==> src/rtl/wb_stage_pkg.sv <==
// Shared register-file types, write/reset levels and load funct3 encodings
// for the writeback stage.
package wb_stage_pkg;

    typedef logic [4:0]  RegAddrBus;
    typedef logic [31:0] RegBus;
    typedef logic [2:0]  ld_funct3_t;
    typedef logic [1:0]  addr_lo_t;

    localparam logic      RstEnable    = 1'b1;
    localparam logic      WriteEnable  = 1'b1;
    localparam logic      WriteDisable = 1'b0;
    localparam RegBus     ZeroWord     = 32'h0000_0000;
    localparam RegAddrBus ZeroRegAddr  = 5'd0;

    localparam ld_funct3_t FUNCT3_LB  = 3'b000;
    localparam ld_funct3_t FUNCT3_LH  = 3'b001;
    localparam ld_funct3_t FUNCT3_LW  = 3'b010;
    localparam ld_funct3_t FUNCT3_LBU = 3'b100;
    localparam ld_funct3_t FUNCT3_LHU = 3'b101;

    // x0 is hard-wired zero, so a write is only real when it targets x1..x31.
    function automatic logic writes_reg(input logic wreg, input RegAddrBus wd);
        return wreg && (wd != ZeroRegAddr);
    endfunction

endpackage

==> src/rtl/wb_stage_load_align.sv <==
// Combinational load-data alignment: picks the byte/half lane from the
// returned word and sign- or zero-extends it according to funct3.
module load_align
    import wb_stage_pkg::*;
(
    input  ld_funct3_t funct3,
    input  addr_lo_t   addr_lo,
    input  RegBus      word,
    output RegBus      data
);

    logic [7:0]  byte_sel;
    logic [15:0] half_sel;

    always_comb begin
        byte_sel = word[7:0];
        case (addr_lo)
            2'd0:    byte_sel = word[7:0];
            2'd1:    byte_sel = word[15:8];
            2'd2:    byte_sel = word[23:16];
            2'd3:    byte_sel = word[31:24];
            default: byte_sel = word[7:0];
        endcase
    end

    // Halfword lane ignores addr_lo[0]; misaligned halves are not split.
    always_comb begin
        half_sel = addr_lo[1] ? word[31:16] : word[15:0];
    end

    always_comb begin
        data = ZeroWord;
        case (funct3)
            FUNCT3_LB:  data = {{24{byte_sel[7]}}, byte_sel};
            FUNCT3_LH:  data = {{16{half_sel[15]}}, half_sel};
            FUNCT3_LW:  data = word;
            FUNCT3_LBU: data = {24'h0, byte_sel};
            FUNCT3_LHU: data = {16'h0, half_sel};
            default:    data = ZeroWord;
        endcase
    end

endmodule

==> src/rtl/wb_stage.sv <==
// Writeback stage: registers ALU results and waits for load data before
// writing the register file. Define WB_RETIRE_CNT_EN to add the retire_cnt counter.
module wb_stage
    import wb_stage_pkg::*;
(
    input  logic       clk,
    input  logic       rst,
    input  logic       in_valid,
    output logic       in_ready,
    input  logic       in_wreg,
    input  RegAddrBus  in_wd,
    input  RegBus      in_wdata,
    input  logic       in_is_load,
    input  ld_funct3_t in_ld_funct3,
    input  addr_lo_t   in_addr_lo,
    input  logic       mem_rsp_valid,
    input  RegBus      mem_rsp_data,
    output logic       we,
    output RegAddrBus  waddr,
    output RegBus      wdata
`ifdef WB_RETIRE_CNT_EN
    ,
    output logic [63:0] retire_cnt
`endif
);

    typedef enum logic {
        IDLE    = 1'b0,
        WAIT_LD = 1'b1
    } state_e;

    state_e     state_q, state_d;

    logic       ld_wreg_q, ld_wreg_d;
    RegAddrBus  ld_wd_q, ld_wd_d;
    ld_funct3_t ld_funct3_q, ld_funct3_d;
    addr_lo_t   ld_addr_lo_q, ld_addr_lo_d;

    logic       we_q, we_d;
    RegAddrBus  waddr_q, waddr_d;
    RegBus      wdata_q, wdata_d;

    RegBus      aligned_data;
    logic       in_fire;

    assign in_ready = (state_q == IDLE) && (rst != RstEnable);
    assign in_fire  = in_valid && in_ready;

    assign we    = we_q;
    assign waddr = waddr_q;
    assign wdata = wdata_q;

    load_align u_load_align (
        .funct3  (ld_funct3_q),
        .addr_lo (ld_addr_lo_q),
        .word    (mem_rsp_data),
        .data    (aligned_data)
    );

    always_ff @(posedge clk) begin
        if (rst == RstEnable) begin
            state_q <= IDLE;
        end else begin
            state_q <= state_d;
        end
    end

    always_comb begin
        state_d = state_q;
        case (state_q)
            IDLE:    if (in_fire && in_is_load) state_d = WAIT_LD;
            WAIT_LD: if (mem_rsp_valid)         state_d = IDLE;
            default: state_d = IDLE;
        endcase
    end

    // Write port and load capture; idle write fields are forced to zero.
    always_comb begin
        we_d         = WriteDisable;
        waddr_d      = ZeroRegAddr;
        wdata_d      = ZeroWord;
        ld_wreg_d    = ld_wreg_q;
        ld_wd_d      = ld_wd_q;
        ld_funct3_d  = ld_funct3_q;
        ld_addr_lo_d = ld_addr_lo_q;
        case (state_q)
            IDLE: begin
                if (in_fire) begin
                    if (in_is_load) begin
                        ld_wreg_d    = in_wreg;
                        ld_wd_d      = in_wd;
                        ld_funct3_d  = in_ld_funct3;
                        ld_addr_lo_d = in_addr_lo;
                    end else if (writes_reg(in_wreg, in_wd)) begin
                        we_d    = WriteEnable;
                        waddr_d = in_wd;
                        wdata_d = in_wdata;
                    end
                end
            end
            WAIT_LD: begin
                if (mem_rsp_valid && writes_reg(ld_wreg_q, ld_wd_q)) begin
                    we_d    = WriteEnable;
                    waddr_d = ld_wd_q;
                    wdata_d = aligned_data;
                end
            end
            default: ;
        endcase
    end

    always_ff @(posedge clk) begin
        if (rst == RstEnable) begin
            we_q         <= WriteDisable;
            waddr_q      <= ZeroRegAddr;
            wdata_q      <= ZeroWord;
            ld_wreg_q    <= 1'b0;
            ld_wd_q      <= ZeroRegAddr;
            ld_funct3_q  <= 3'b000;
            ld_addr_lo_q <= 2'b00;
        end else begin
            we_q         <= we_d;
            waddr_q      <= waddr_d;
            wdata_q      <= wdata_d;
            ld_wreg_q    <= ld_wreg_d;
            ld_wd_q      <= ld_wd_d;
            ld_funct3_q  <= ld_funct3_d;
            ld_addr_lo_q <= ld_addr_lo_d;
        end
    end

`ifdef WB_RETIRE_CNT_EN
    // Every retired instruction counts, including those aimed at x0.
    logic        rsp_fire;
    logic [63:0] retire_cnt_q, retire_cnt_d;

    assign rsp_fire   = (state_q == WAIT_LD) && mem_rsp_valid;
    assign retire_cnt = retire_cnt_q;

    always_comb begin
        retire_cnt_d = retire_cnt_q;
        if ((in_fire && !in_is_load) || rsp_fire) begin
            retire_cnt_d = retire_cnt_q + 64'd1;
        end
    end

    always_ff @(posedge clk) begin
        if (rst == RstEnable) begin
            retire_cnt_q <= 64'd0;
        end else begin
            retire_cnt_q <= retire_cnt_d;
        end
    end
`endif

endmodule

==> config.mk <==
export PLATFORM = sky130hd
export DESIGN_NAME = wb_stage
export DESIGN_NICKNAME = d
export VERILOG_FILES = /design/src/rtl/wb_stage_pkg.sv /design/src/rtl/wb_stage_load_align.sv /design/src/rtl/wb_stage.sv
export SDC_FILE = /design/constraint.sdc
export NUM_CORES = 1
export LEC_CHECK = 0
export CORE_UTILIZATION = 35
export DETAILED_ROUTE_END_ITERATION = 16
export PLACE_DENSITY = 0.73
export SYNTH_ARGS = -nofsm -noshare
export SYNTH_HDL_FRONTEND = slang
export SYNTH_SLANG_ARGS = --single-unit
==> constraint.sdc <==
create_clock -name clk -period 2.3 [get_ports clk]
set_clock_uncertainty 0.05 [all_clocks]
set_input_delay 0.69 -clock clk [delete_from_list [all_inputs] [get_ports clk]]
set_output_delay 0.69 -clock clk [all_outputs]
set_load 0.005 [all_outputs]
# Word level (Yosys, flattened, before mapping)
# Cells that the tools add are included.
# word_totals
reg_bits	50
out_inout_bits	39
elab_cells	49
# op_classes
n_eq_ne	7
n_mux	21
bitwise	2
reduce_logical	11
# ops
cell	n
$pmux 32 s5	1
$mux 32	4
$pmux 32 s2	1
$pmux 8 s4	1
$mux 5	4
$mux 16	1
$pmux 5 s2	1
$reduce_bool 5->1	2
$eq 3x3->1 const B	2
$logic_and 1x1->1	6
$mux 1	6
$eq 2x2->1 const B	2
$pmux 1 s2	2
$eq 3x1->1 const B	1
$eq 3x2->1 const B	1
$logic_not 3->1	1
$reduce_and 3->1	1
$eq 2x1->1 const B	1
$logic_not 2->1	1
$not 1->1	2

# Depth between registers and ports, before layout
# Gate-level depths: netlist of the first run.
# logic_depth
word_depth	6
mapped_depth	6
mapped_depth_nobuf	4

# By module
# Synthesis of the first run repeated with hierarchy kept, for this count alone.
# hier_totals
cells_unflattened	270
area_unflattened_um2	2628.8
# modules_own_cells
mod	instances	cells_each	area_each_um2
wb_stage	1	147	1692.9
load_align	1	123	935.9

# Worst setup path before layout of the first run
# No wires, ideal clock.
# synth_path
path_type	input -> register
startpoint	in in_wd[0]
endpoint	reg wdata_q[0] (netlist: wdata[0])
setup_time_ps	117
t_arrival_ps	1739
t_required_ps	2133
path_slack_ps	393
path_stages	4
cell_sequence	or4_4 o21a_4 buf_6 a32o_1
# synth_via
elab_chain_cells	6
# synth_rtl
element	line_no	rtl
from (decl)	wb_stage.sv:11	input RegAddrBus in_wd,
$reduce_bool 5->1	wb_stage_pkg.sv:24	return wreg && (wd != ZeroRegAddr);
$logic_and 1x1->1	wb_stage_pkg.sv:24	
$mux 32	wb_stage.sv:94	end else if (writes_reg(in_wreg, in_wd)) begin
$mux 32	wb_stage.sv:89	if (in_is_load) begin
$mux 32	wb_stage.sv:88	if (in_fire) begin
$pmux 32 s2	wb_stage.sv:86	case (state_q)
to (signal assigned)	wb_stage.sv:116	wdata_q <= ZeroWord;
to (signal assigned)	wb_stage.sv:124	wdata_q <= wdata_d;
to (decl)	wb_stage.sv:41	RegBus wdata_q, wdata_d;
# No other way between the ends.
# A chain may end at the register's enable or synchronous reset.

# Final worst setup path of the first run
# layout_path
startpoint	in rst
endpoint	out in_ready
# layout_via
elab_chain_cells	2
# layout_rtl
element	line_no	rtl
from (decl)	wb_stage.sv:7	input logic rst,
$not 1->1	wb_stage.sv:46	assign in_ready = (state_q == IDLE) && (rst != RstEnable);
$logic_and 1x1->1	wb_stage.sv:46	
to (decl)	wb_stage.sv:9	output logic in_ready,
# No other way between the ends.

==> qor.csv, run 1 <==
metric;value;unit
worst_pin_slew;1.05;ns
final_cell_mix;clkdlybuf4s50_1, dfxtp_1, o2bb2ai_1;
cts_tree;yes;
portBuffers;118;
worstPathMaxFanout;2;
status;complete, but fails checks;
pwr-share-seq;50.3;%
worstSetupPathType;in -> out;
detail-route-antenna-nets;0;
initialDrtViolationCount;167;
syn2layout_area_growth;59.1;%
grt_pass1_vias;2441;
synth_seq_cells;50;
dr.pass1.iters;12;
core-area;6490;um2
syn_avg_cell_area;9.78;um2
critPathArrivalTime;1.49;ns
drv_slew;0;
min_period;2.23;ns
wl_per_cell;17.7;um
violations;DRC;
cp-start-kind;input port;
start_util;37.0;%
stdcell_area;3830;um2
power.density;465;nW/um2
hp-class;reg -> reg;
ctsHtreeMaxLevel;2;
fillers;562;
clkPwrFrac;28.5;%
grt_first_pass_wirelength;12400;um
grt-ovfl-total;0;
syn_inst;246;
power.internal;1350;uW
p_sw_share;24.3;%
yosys_warnings;0;
utilization;58.9;%
clk_latency;0.30;ns
finalCritPeriodShare;97.0;%
avgViaCountPerCell;5.54;
die-area;7210;um2
max_freq;448;MHz
n_antenna_cell;0;
synth.distinct_cells;44;
synthFlopType;dfxtp_1;
relSlewSlack;29.5;%
p_sw;431;uW
synthTopCellsByArea;dfxtp_1, o2bb2ai_1, a22oi_1;
endpoint_kind;output port;
yosysTopAreaCellShare;41.6;%
place_area;3710;um2
timing.hold.ws;0.403;ns
cts.sinks;50;
p_comb_share;21.2;%
syn_area;2400;um2
p_total;1780;uW
path_clk_slew;0.09;ns
dr_total_vias;2482;
max-vdd-ir-drop;0.245;mV
drc;13;
chipWidth;84.9;um
die_h;84.9;um
mappedNetlistNets;326;
synth-edff-count;0;
p_leak;0.00133;uW
drt-total-wl;7920;um
async_flop_share;0;%
setup_tns;0;ns
layout_commonest_cell;clkdlybuf4s50_1;
seq_area_frac_synth;41.6;%
place_congestion;0.821;
cp.required;1.56;ns
cts_buffers;5;
setup_viol;0;
max_cap_violations;0;
fin_nets;452;
synth_top_area_cell;dfxtp_1;
grt_antenna_before_repair;0;
hpwl;5850;um
floorplan.rows;29;
ctsRootBufferMaster;clkbuf_8;
cts.path.max_buffers;2;
hold_viol;0;
grt.total_usage;22.0;%
drive_gt1_share;13.2;%
rsz0062_at_grt;no;
ios;119;
holdBufCountCts;0;
grt_max_degree;26;
[power groups by stage]
stage | clock, uW | combinational [uW] | sequential (uW)
after global placement | 0 | 363 | 915
after detailed placement | 0 | 364 | 915
after CTS | 518 | 372 | 895
final | 507 | 376 | 895
after global routing | 550 | 403 | 898
after floorplan | 0 | 146 | 911
[cells in the mapped netlist, types with 2 or more instances]
| library cell | count |
|---|---|
| dfxtp_1 | 50 |
| o2bb2ai_1 | 24 |
| nand2_1 | 23 |
| a22oi_1 | 22 |
| a21oi_1 | 18 |
| buf_2 | 11 |
| nor2_1 | 10 |
| nor2b_1 | 9 |
| a221oi_1 | 7 |
| a32o_1 | 7 |
| mux2_2 | 7 |
| o21ai_0 | 7 |
| o22a_1 | 5 |
| or4b_1 | 5 |
| buf_6 | 4 |
| clkbuf_1 | 4 |
| mux2i_1 | 3 |
| and3_1 | 2 |
| nand2b_1 | 2 |
| nor3b_2 | 2 |
[final cells by class]
class | count | area, um2 | share of cell area (%)
inverter | 1 | 3.75 | 0.0981
multi-input combinational | 173 | 1280 | 33.4
clock buffer | 6 | 82.6 | 2.16
tap | 77 | 96.3 | 2.52
timing repair buffer | 141 | 1370 | 35.7
sequential | 50 | 1000 | 26.2
[metal layers]
| layer | global-route usage, % | share of wire [%] | up-vias |
|---|---|---|---|
| li1 | - | - | 1199 |
| met1 | 28.5 | 43 | 1132 |
| met2 | 34.9 | 45 | 132 |
| met3 | 6.13 | 9.5 | 19 |
| met4 | 8.17 | 2.6 | 0 |
| met5 | 0 | 0 | - |
[stage by stage]
step	cells	setup WS, ns
global route	448	0.0454
global placement	439	-0.233
detailed placement	439	-0.274
CTS	448	0.0399
floorplan	246	0.393
finish	448	0.0692
[logic make-up after synthesis]
| logic type | share of synthesized area, % |
|---|---|
| flip-flops | 41.6 |
| buffers and inverters | 5.62 |
| AND/OR/NAND/NOR | 14.4 |
| AO/OA/AOI/OAI | 32.4 |
| multiplexers | 6.04 |
[state kept, by name (all words and copies together) (netlist names)]
name          flops
ld_addr_lo_q      2
we                1
ld_funct3_q       3
state_q           1
ld_wreg_q         1
waddr             5
ld_wd_q           5
wdata            32
[worst max-delay path, stage by stage]
cell and delay [ns]:
clkdlybuf4s50_1 0.50, nor2_2 0.05, dlygate4sd2_1 0.25
[path summary, 6_finish.rpt]
path | slack [ns] | to | cells past startpoint | startpoint
worst max-delay path | 0.07 | in_ready | 3 | rst
worst min-delay path | 0.40 | ld_wreg_q | 2 | ld_wreg_q
worst max register to register | 0.45 | wdata[13] | 4 | ld_addr_lo_q[1]
worst min register to register | 0.40 | ld_wreg_q | 2 | ld_wreg_q
[repair_timing]
action	in CTS	in global routing
hold endpoints to repair	0	0
resized for setup	1	1
setup buffers	3	0
pin swaps	1	0
endpoints found under the setup margin	1	16
No activity file was read; power rests on OpenSTA's default activity.
==> run 2: changes to the inputs <==
==> constraint.sdc (replaced) <==
create_clock -name clk -period 2.5 [get_ports clk]
set_clock_uncertainty 0.05 [all_clocks]
set_input_delay 0.75 -clock clk [delete_from_list [all_inputs] [get_ports clk]]
set_output_delay 0.75 -clock clk [all_outputs]
set_load 0.005 [all_outputs]
==> run 2 against run 1 <==
The flow still finishes with violations (DRC). Combinational power down 12%. Worst hold slack better by 0.010 ns. Wire length down 3.8%. Highest routed layer unchanged. Setup slack better by 0.077 ns. Count of clock-buffer cells in the layout unchanged. Critical path type is now in -> reg. Sequential share of layout area up 0.53 points. Die area unchanged. First-iteration DRC count down 13%.
==> qor.csv, run 2 (synthesized netlist as in run 1, its figures left out) <==
metric;value;unit
initialDrtViolationCount;146;
startpoint;mem_rsp_data[31];
max-vdd-ir-drop;0.273;mV
cp.required;2.69;ns
r2r_start;ld_addr_lo_q[1];
drive_gt1_share;11.5;%
worstSetupPathType;in -> reg;
place_area;3660;um2
grt_first_pass_wirelength;12100;um
power.density;443;nW/um2
portBuffers;118;
relSlewSlack;29.4;%
max_cap_violations;0;
avgViaCountPerCell;5.46;
worst_path_dominant_cell_family;multiplexers;
p_leak;0.00129;uW
hp-class;reg -> reg;
status;complete, but fails checks;
chipWidth;84.9;um
place_worst_setup_slack;-0.120;ns
grt_pass1_vias;2331;
finalCritPeriodShare;94.1;%
clk_latency;0.30;ns
min_period;2.35;ns
endpoint_kind;register;
fin_ws;0.147;ns
seqCellArea;1000;um2
dr_total_vias;2407;
final_cell_mix;clkdlybuf4s50_1, dfxtp_1, o2bb2ai_1;
worst-r2r-cell-count;5;
path_buf_inv;2;
die_h;84.9;um
setup_viol;0;
worstPathMaxFanout;16;
cts_tree;yes;
stdcell_area;3750;um2
syn2layout_area_growth;55.9;%
grt_antenna_before_repair;0;
slowest_stage;mux2i_2;
n_antenna_cell;0;
ios;119;
ctsRootBufferMaster;clkbuf_8;
hold_viol;0;
hpwl;5640;um
drc;13;
drt-total-wl;7620;um
ff2ff_setup_slack;0.52;ns
fillers;563;
critPathArrivalTime;2.54;ns
grt_max_degree;33;
floorplan.rows;29;
grt.total_usage;21.4;%
start_util;37.0;%
grt-ovfl-total;0;
wl_per_cell;17.3;um
die-area;7210;um2
path_clk_slew;0.10;ns
path_cells;clkdlybuf4s50_1 -> buf_4 -> mux2i_1 -> mux2i_2 -> a22oi_1 -> o2bb2ai_1;
max_freq;425;MHz
violations;DRC;
core-area;6490;um2
drv_slew;0;
crit_path_end;wdata[28];
cts.sinks;50;
dr.pass1.iters;11;
multiInputGateArea;1270;um2
utilization;57.7;%
largest_reg_flops;32;
fin_nets;443;
p_total;1660;uW
cp-start-kind;input port;
rsz0062_at_grt;no;
place_congestion;0.781;
detail-route-antenna-nets;0;
ctsHtreeMaxLevel;2;
max_stage_delay;0.68;ns
postCtsSetupBuffers;0;
path_depth;6;
layout_commonest_cell;clkdlybuf4s50_1;
cts.path.max_buffers;2;
worst_pin_slew;1.06;ns
timing.rr.end;wdata[28];
cts_buffers;5;
==> run 2: cell types whose count changed in the layout (fill, tap and decap cells not counted) <==
| cell | before | now |
|---|---|---|
| mux2i_2 | 0 | 1 |
| mux2i_4 | 1 | 0 |
| clkinv_2 | 0 | 1 |
| buf_4 | 22 | 14 |
| clkinvlp_4 | 0 | 1 |
| buf_12 | 1 | 0 |
==> run 2: routing by layer <==
| metal | up-vias | GRT usage, % | part of all wire (%) |
|---|---|---|---|
| met5 | - | 0 | 0 |
| met4 | 0 | 4.31 | 1.0 |
| met1 | 1110 | 29.7 | 46 |
| met3 | 9 | 5.35 | 8.2 |
| li1 | 1179 | - | - |
| met2 | 109 | 33.8 | 45 |
==> run 2: worst reg2reg max path: stages, from the launching register on <==
cell       delay, ns
dfxtp_1         0.37
buf_4           0.25
mux2i_1         0.14
mux2i_2         0.69
a22oi_1         0.22
o2bb2ai_1       0.19
==> run 2: power by group <==
| group | switching [uW] | internal [uW] | total, uW |
|---|---|---|---|
| registers | 11.3 | 812 | 823 |
| logic | 129 | 202 | 331 |
| clock network | 283 | 223 | 506 |
==> run 2: final cells by class <==
class                           count  area share, %
Clock buffer                        6           2.20
Clock inverter                      2          0.334
Inverter                            1          0.100
Multi-Input combinational cell    173           33.8
Sequential cell                    50           26.7
Tap cell                           77           2.57
Timing Repair Buffer              132           34.3
==> run 2: per-stage QoR <==
step / TNS (ns) / hold slack, ns / cells
floorplan: 0 / 0.382 / 246
global placement: -0.326 / 0.391 / 433
detailed placement: -1.65 / 0.402 / 433
CTS: 0 / 0.417 / 441
global route: 0 / 0.462 / 441
finish: 0 / 0.413 / 441
==> run 2: how the worst min path moves through the flow <==
stage                   start        end  slack [ns]  cells after the start
floorplan           ld_wreg_q  ld_wreg_q        0.38                      2
global placement    ld_wreg_q  ld_wreg_q        0.39                      2
detailed placement  ld_wreg_q  ld_wreg_q        0.40                      2
CTS                 ld_wreg_q  ld_wreg_q        0.42                      2
global route        ld_wreg_q  ld_wreg_q        0.46                      2
finish              ld_wreg_q  ld_wreg_q        0.41                      2
==> run 2: timing repair <==
| item | 4_1_cts | 5_1_grt |
|---|---|---|
| hold buffers | 0 | 0 |
| setup endpoints to repair | 1 | 0 |
| gates resized for setup | 1 | 0 |
